**src/rtl/alu_sequencer_if.sv**
```systemverilog
// alu_sequencer_if
//   Groups the request/response handshake and data signals of alu_sequencer.
//   master : requester/consumer side (drives the operation, takes the result)
//   slave  : the sequencer itself
//   Signals:
//     start_valid / start_ready   operation handshake
//     in1, in2, alu_control       operands and opcode
//     result_valid / result_ready result handshake
//     out, zero_flag, msb_flag, carry_flag  registered result and flags
//     busy                        high while an operation is in flight or held
interface alu_sequencer_if;
    logic        start_valid;
    logic        start_ready;
    logic [31:0] in1;
    logic [31:0] in2;
    logic [2:0]  alu_control;
    logic        result_valid;
    logic        result_ready;
    logic [31:0] out;
    logic        zero_flag;
    logic        msb_flag;
    logic        carry_flag;
    logic        busy;

    modport master (
        output start_valid, in1, in2, alu_control, result_ready,
        input  start_ready, result_valid, out, zero_flag, msb_flag, carry_flag, busy
    );

    modport slave (
        input  start_valid, in1, in2, alu_control, result_ready,
        output start_ready, result_valid, out, zero_flag, msb_flag, carry_flag, busy
    );
endinterface

```
**src/rtl/alu_sequencer.sv**
```systemverilog
// alu_sequencer
//   Multi-cycle 32-bit ALU with valid/ready handshakes on both sides.
//   Single-cycle ops: ADD, COMP (two's complement of B), AND, XOR.
//   Iterative ops: SLL/SRL/SRA move one bit per cycle; DIFF scans for the
//   lowest bit position where A and B differ, one bit per cycle.
//   Ports:
//     clk  : clock, rising edge
//     rst  : asynchronous active-high reset
//     bus  : alu_sequencer_if.slave (handshakes, operands, result, flags, busy)
module alu_sequencer (
    input  logic            clk,
    input  logic            rst,
    alu_sequencer_if.slave  bus
);
    localparam logic [2:0] OP_ADD  = 3'd0;
    localparam logic [2:0] OP_COMP = 3'd1;
    localparam logic [2:0] OP_AND  = 3'd2;
    localparam logic [2:0] OP_XOR  = 3'd3;
    localparam logic [2:0] OP_SLL  = 3'd4;
    localparam logic [2:0] OP_SRL  = 3'd5;
    localparam logic [2:0] OP_SRA  = 3'd6;

    typedef enum logic [1:0] {IDLE, EXEC, DONE} state_t;

    state_t      state_q, state_d;
    logic [2:0]  op_q, op_d;
    logic [31:0] a_q, a_d;          // operand A; doubles as the shift register
    logic [31:0] b_q, b_d;
    logic [4:0]  cnt_q, cnt_d;      // remaining shift amount, or DIFF scan index
    logic        sc_q, sc_d;        // last bit shifted out
    logic [31:0] out_q, out_d;
    logic        zero_q, zero_d;
    logic        msb_q, msb_d;
    logic        carry_q, carry_d;
    logic        start_ready_q, start_ready_d;
    logic        result_valid_q, result_valid_d;
    logic        busy_q, busy_d;

    logic        finish;
    logic [31:0] res;
    logic        res_carry;
    logic [32:0] sum;
    logic        is_shift;

    assign sum      = {1'b0, a_q} + {1'b0, b_q};
    assign is_shift = (bus.alu_control == OP_SLL) || (bus.alu_control == OP_SRL) ||
                      (bus.alu_control == OP_SRA);

    always_comb begin
        state_d   = state_q;
        op_d      = op_q;
        a_d       = a_q;
        b_d       = b_q;
        cnt_d     = cnt_q;
        sc_d      = sc_q;
        out_d     = out_q;
        zero_d    = zero_q;
        msb_d     = msb_q;
        carry_d   = carry_q;
        finish    = 1'b0;
        res       = 32'd0;
        res_carry = 1'b0;

        case (state_q)
            IDLE: begin
                if (bus.start_valid) begin
                    a_d     = bus.in1;
                    b_d     = bus.in2;
                    op_d    = bus.alu_control;
                    cnt_d   = is_shift ? bus.in2[4:0] : 5'd0;
                    sc_d    = 1'b0;
                    state_d = EXEC;
                end
            end
            EXEC: begin
                case (op_q)
                    OP_ADD: begin
                        finish    = 1'b1;
                        res       = sum[31:0];
                        res_carry = sum[32];
                    end
                    OP_COMP: begin
                        finish    = 1'b1;
                        res       = ~b_q + 32'd1;
                        res_carry = (b_q == 32'd0);
                    end
                    OP_AND: begin
                        finish = 1'b1;
                        res    = a_q & b_q;
                    end
                    OP_XOR: begin
                        finish = 1'b1;
                        res    = a_q ^ b_q;
                    end
                    OP_SLL, OP_SRL, OP_SRA: begin
                        if (cnt_q != 5'd0) begin
                            cnt_d = cnt_q - 5'd1;
                            if (op_q == OP_SLL) begin
                                a_d  = {a_q[30:0], 1'b0};
                                sc_d = a_q[31];
                            end else begin
                                // SRA refills with the sign bit, SRL with zero
                                a_d  = {(op_q == OP_SRA) ? a_q[31] : 1'b0, a_q[31:1]};
                                sc_d = a_q[0];
                            end
                        end else begin
                            finish    = 1'b1;
                            res       = a_q;
                            res_carry = sc_q;
                        end
                    end
                    default: begin  // DIFF
                        if (a_q[cnt_q] != b_q[cnt_q]) begin
                            finish = 1'b1;
                            res    = {27'd0, cnt_q};
                        end else if (cnt_q == 5'd31) begin
                            // no differing bit anywhere: report 32 after 32 cycles
                            finish = 1'b1;
                            res    = 32'd32;
                        end else begin
                            cnt_d = cnt_q + 5'd1;
                        end
                    end
                endcase
                if (finish) begin
                    state_d = DONE;
                    out_d   = res;
                    zero_d  = (res == 32'd0);
                    msb_d   = res[31];
                    carry_d = res_carry;
                end
            end
            DONE: begin
                if (bus.result_ready) begin
                    state_d = IDLE;
                end
            end
            default: state_d = IDLE;
        endcase

        // handshake outputs are registered, decoded from the next state
        start_ready_d  = (state_d == IDLE);
        result_valid_d = (state_d == DONE);
        busy_d         = (state_d != IDLE);
    end

    always_ff @(posedge clk or posedge rst) begin
        if (rst) begin
            state_q        <= IDLE;
            op_q           <= 3'd0;
            a_q            <= 32'd0;
            b_q            <= 32'd0;
            cnt_q          <= 5'd0;
            sc_q           <= 1'b0;
            out_q          <= 32'd0;
            zero_q         <= 1'b1;
            msb_q          <= 1'b0;
            carry_q        <= 1'b0;
            start_ready_q  <= 1'b1;
            result_valid_q <= 1'b0;
            busy_q         <= 1'b0;
        end else begin
            state_q        <= state_d;
            op_q           <= op_d;
            a_q            <= a_d;
            b_q            <= b_d;
            cnt_q          <= cnt_d;
            sc_q           <= sc_d;
            out_q          <= out_d;
            zero_q         <= zero_d;
            msb_q          <= msb_d;
            carry_q        <= carry_d;
            start_ready_q  <= start_ready_d;
            result_valid_q <= result_valid_d;
            busy_q         <= busy_d;
        end
    end

    assign bus.start_ready  = start_ready_q;
    assign bus.result_valid = result_valid_q;
    assign bus.busy         = busy_q;
    assign bus.out          = out_q;
    assign bus.zero_flag    = zero_q;
    assign bus.msb_flag     = msb_q;
    assign bus.carry_flag   = carry_q;
endmodule

```
**src/flat_wrapper.sv**
```systemverilog
// flat-port wrapper written by rule: the top's interface ports become plain ports
module alu_sequencer_flat 
  (clk, rst, bus_start_valid, bus_in1, bus_in2, bus_alu_control, bus_result_ready, bus_start_ready, bus_result_valid, bus_out, bus_zero_flag, bus_msb_flag, bus_carry_flag, bus_busy);
  alu_sequencer_if bus_i ();
  input  logic clk;
  input  logic rst;
  input wire logic [$bits(bus_i.start_valid)-1:0] bus_start_valid;
  input wire logic [$bits(bus_i.in1)-1:0] bus_in1;
  input wire logic [$bits(bus_i.in2)-1:0] bus_in2;
  input wire logic [$bits(bus_i.alu_control)-1:0] bus_alu_control;
  input wire logic [$bits(bus_i.result_ready)-1:0] bus_result_ready;
  output wire logic [$bits(bus_i.start_ready)-1:0] bus_start_ready;
  output wire logic [$bits(bus_i.result_valid)-1:0] bus_result_valid;
  output wire logic [$bits(bus_i.out)-1:0] bus_out;
  output wire logic [$bits(bus_i.zero_flag)-1:0] bus_zero_flag;
  output wire logic [$bits(bus_i.msb_flag)-1:0] bus_msb_flag;
  output wire logic [$bits(bus_i.carry_flag)-1:0] bus_carry_flag;
  output wire logic [$bits(bus_i.busy)-1:0] bus_busy;
  assign bus_i.start_valid = bus_start_valid;
  assign bus_i.in1 = bus_in1;
  assign bus_i.in2 = bus_in2;
  assign bus_i.alu_control = bus_alu_control;
  assign bus_i.result_ready = bus_result_ready;
  assign bus_start_ready = bus_i.start_ready;
  assign bus_result_valid = bus_i.result_valid;
  assign bus_out = bus_i.out;
  assign bus_zero_flag = bus_i.zero_flag;
  assign bus_msb_flag = bus_i.msb_flag;
  assign bus_carry_flag = bus_i.carry_flag;
  assign bus_busy = bus_i.busy;
  alu_sequencer u_core (.clk(clk), .rst(rst), .bus(bus_i));
endmodule
```
**config.mk**
```make
export PLATFORM = sky130hd
export DESIGN_NAME = alu_sequencer_flat
export DESIGN_NICKNAME = d
export VERILOG_FILES = /design/src/rtl/alu_sequencer_if.sv /design/src/rtl/alu_sequencer.sv /design/src/flat_wrapper.sv
export SDC_FILE = /design/constraint.sdc
export NUM_CORES = 1
export LEC_CHECK = 0
export CORE_MARGIN = 1.5
export CORE_UTILIZATION = 51
export CTS_BUF_LIST = sky130_fd_sc_hd__clkbuf_8
export CTS_CLUSTER_DIAMETER = 100
export DETAILED_ROUTE_END_ITERATION = 12
export PLACE_DENSITY = 0.84
export SLEW_MARGIN = 20
export SYNTH_ARGS = -nofsm -noshare
export SYNTH_HDL_FRONTEND = slang
export SYNTH_SLANG_ARGS = --single-unit
```
**constraint.sdc**
```tcl
create_clock -name clk -period 6.7 [get_ports clk]
set_input_delay 1.675 -clock clk [delete_from_list [all_inputs] [get_ports clk]]
set_output_delay 1.675 -clock clk [all_outputs]
set_load 0.02 [all_outputs]
```
==> key figures <==
Outcome
  • Failing checks: DRC
  • Outcome: finished, violations left

GRT
  • Vias in the first global route: approximately 9,000
  • Largest net degree at the start of global routing: 77
  • Global-route wire length before repair: between 50,000 and 60,000 um
  • Initial antenna violation count: 0
  • Global route overflow: 0
  • All-Layer GR Usage: about a third

STA
  • Final Hold Violating Endpoints: 0
  • F_max: about 0.25 GHz
  • Final setup viols: 0
  • Worst-margin pin slew: just over 1 ns
  • Post-route setup TNS: 0 ns
  • Final period utilization: a little over 60%
  • Slew Limit Fails: 0
  • Worst clock skew: 0.0170 ns
  • Min cycle time layout: around 4 ns
  • RSZ-0062 raised after global routing: false
  • Relative slew slack: 30.7%

Clock tree
  • Clock Latency Late Sink: a little over 0.4 ns
  • CTS buffer count: 9
  • Resized cells post-CTS: 0
  • Post-CTS Setup Repair Bufs: 0
  • Hold_buf cts: 0
  • CTS HTree Levels: 3
  • Worst-case clock buffer depth: 2
  • CTS tree: yes
  • Clock sink total: between 100 and 150
  • CTS Root Cell: clkbuf_8
  • CTS clk-pin slew, worst paths: roughly 0.11 ns

Layout
  • Fillers: 1,561
  • Syn-to-layout area delta: 14.2%
  • Total Nets Final: ~1,300
  • Most frequent cells in the layout: 127 x nor2_1, 119 x a21oi_1, 110 x dfrtp_1, 108 x clkdlybuf4s50_1, 107 x nand2_1
  • Antenna diodes: 0
  • Share of cells above drive strength 1: 8.92%
  • Most common cell after layout, fill and taps aside: nor2_1

Route
  • Via count: ~9,800
  • DRT iter0 DRCs: approximately 1,500
  • Remaining DRCs: 3
  • Detail-routed via count per cell: between 6 and 7
  • Post-Route WL: 32,600 um
  • Routed WL per cell: between 20 and 25 um
  • Post-route antenna net violation count: 0
  • Detailed Routing Iterations Pass 1: 10

Placement
  • Port Buffers: between 100 and 150
  • DP HPWL: about 24,000 um
  • Gpl congestion: between 1 and 1.5

Synthesis
  • Synth Register Bits: 112
  • Mapped Cells: 1,151
  • Yosys cell types: 83
  • Syn Std Cell Area: about 0.0095 sq mm
  • Asr flop ratio synth: 100%
  • Synth warn: 0
  • Syn nets: 1,260
  • Avg Inst Size Synth: between 8 and 9 sq um
  • Post-synthesis sequential area ratio: a little under 30%
  • Post-synth EDFFs: 0
  • Ys flop type: dfrtp_1

Critical path
  • CP max FO: 8
  • Top delay family on crit path: compound AO/OA/AOI/OAI gates
  • Worst path depth: 11
  • Worst Setup Start Kind: register
  • CP Data Required Time: between 7 and 8 ns
  • Worst path bufs/invs: 0
  • Critical Path Sink Type: register
  • Crit path cell chain: ha_1 > nor2b_1 > o311a_1 > o311ai_0 > o211ai_1 > a21oi_1 > xor2_1 > o2111ai_1 > a2111oi_4 > nand4_1 > o21ai_1
  • Critical path's slowest cell: o311ai_0
  • Largest stage delay on the critical path: about 0.64 ns
  • Crit Path Category: register to register
  • FF-to-FF path depth: 11
  • WP data arrival: between 4 and 5 ns

Flow run
  • Max_cap viols: 0

Floorplanning
  • Die extent in y: about 140 um
  • Die area: slightly below 0.02 sq mm
  • Die W: between 100 and 150 um
  • Num rows: between 40 and 50
  • Initial Util: a little over half
  • Core area: between 0.015 and 0.02 sq mm
  • I/O Pins: approximately 110

Worst hold path
  • HP Class: register to register
  • Hold Crit Depth: 2
-- flip-flops by register name, summed over array words and instances, names as in the netlist --
signal                   cells
u_core.sc_q                  1
u_core.bus.zero_flag         1
u_core.state_q               2
u_core.bus.carry_flag        1
u_core.cnt_q                 5
u_core.bus.start_ready       1
u_core.bus.result_valid      1
u_core.bus.busy              1
u_core.bus.out              32
u_core.b_q                  32
u_core.a_q                  32
u_core.op_q                  3
-- path summary, 6_finish.rpt --
check                                                      start                                to  slack, ns
worst min-delay path            u_core.bus.zero_flag$_DFFE_PP1P_  u_core.bus.zero_flag$_DFFE_PP1P_       0.49
worst min register to register  u_core.bus.zero_flag$_DFFE_PP1P_  u_core.bus.zero_flag$_DFFE_PP1P_       0.49
worst max register to register         u_core.b_q[2]$_DFFE_PP0P_  u_core.bus.zero_flag$_DFFE_PP1P_       2.66
worst max-delay path                   u_core.b_q[2]$_DFFE_PP0P_  u_core.bus.zero_flag$_DFFE_PP1P_       2.66
min in group asynchronous                                    rst     u_core.bus.out[1]$_DFFE_PP0P_       1.80
max in group asynchronous                                    rst        u_core.b_q[14]$_DFFE_PP0P_       3.72
-- cell families after synthesis --
| family | synth area share [%] |
|---|---|
| and+or+nand+nor | 19.8 |
| AOI/OAI and AO/OA | 23.3 |
| muxes | 14.3 |
| DFF | 29.5 |
| buffers and inverters | 4.43 |
| xor gates and xnor gates | 3.50 |
| adders and majority gates | 5.15 |
-- cell type report --
class,count,area (sq um),share of cell area [%]
inverters,19,73.8,0.679
repair buffers,121,1180,10.8
well taps,229,287,2.64
clock inverters,6,73.8,0.679
flip-flops and latches,112,2810,25.8
clock buffers,9,124,1.14
multi-input cells,933,6330,58.2
-- per-layer routing --
metal  global-route usage, %  up-vias  share of wire (%)
met1                    46.1     4567                 40
li1                        -     4358                  -
met2                    49.3      700                 42
met4                    15.3        0                4.8
met5                       0        -                  0
met3                    9.60      131                 13
-- worst register-to-register path: cells and delay by family (launching register included) --
kind	cells	cell delay (ns)
xor gates and xnor gates	1	0.28
and+or+nand+nor	2	0.33
AOI/OAI and AO/OA	7	2.43
DFF	1	0.52
adders and majority gates	1	0.41
-- cells in the mapped netlist, drive strengths merged, types with 8 or more instances --
cell | instances | area, sq um
nor2 | 127 | 477
a21oi | 119 | 596
dfrtp | 110 | 2750
nand2 | 107 | 402
o21ai | 84 | 420
mux2i | 66 | 661
clkbuf | 62 | 233
mux2 | 42 | 473
ha | 36 | 450
buf | 25 | 118
nand3 | 24 | 120
nor3 | 24 | 120
xnor2 | 21 | 184
nand4 | 20 | 131
inv | 19 | 71.3
xor2 | 17 | 149
a31oi | 16 | 100
o21a | 14 | 105
a211oi | 13 | 103
nor2b | 13 | 81.3
nor4 | 11 | 90.1
mux4 | 10 | 229
or3 | 10 | 68.8
a21o | 8 | 60.1
nand2b | 8 | 50.1
o211ai | 8 | 60.1
o31ai | 8 | 60.1
-- per-stage QoR --
| step | hold slack [ns] | util, % | setup slack [ns] | cell area, sq um | cells |
|---|---|---|---|---|---|
| final | 0.491 | 59.9 | 2.66 | 10900 | 1429 |
| after global placement | 0.464 | 58.8 | 2.69 | 10700 | 1414 |
| after detailed placement | 0.479 | 58.8 | 2.65 | 10700 | 1414 |
| after global routing | 0.526 | 59.9 | 2.52 | 10900 | 1429 |
| after floorplan | 0.449 | - | 2.07 | 9520 | 1151 |
| after CTS | 0.495 | 59.9 | 2.86 | 10900 | 1429 |
Power is not shown: default switching activity piles up to over one toggle a cycle in this logic, so the estimate is an artifact.
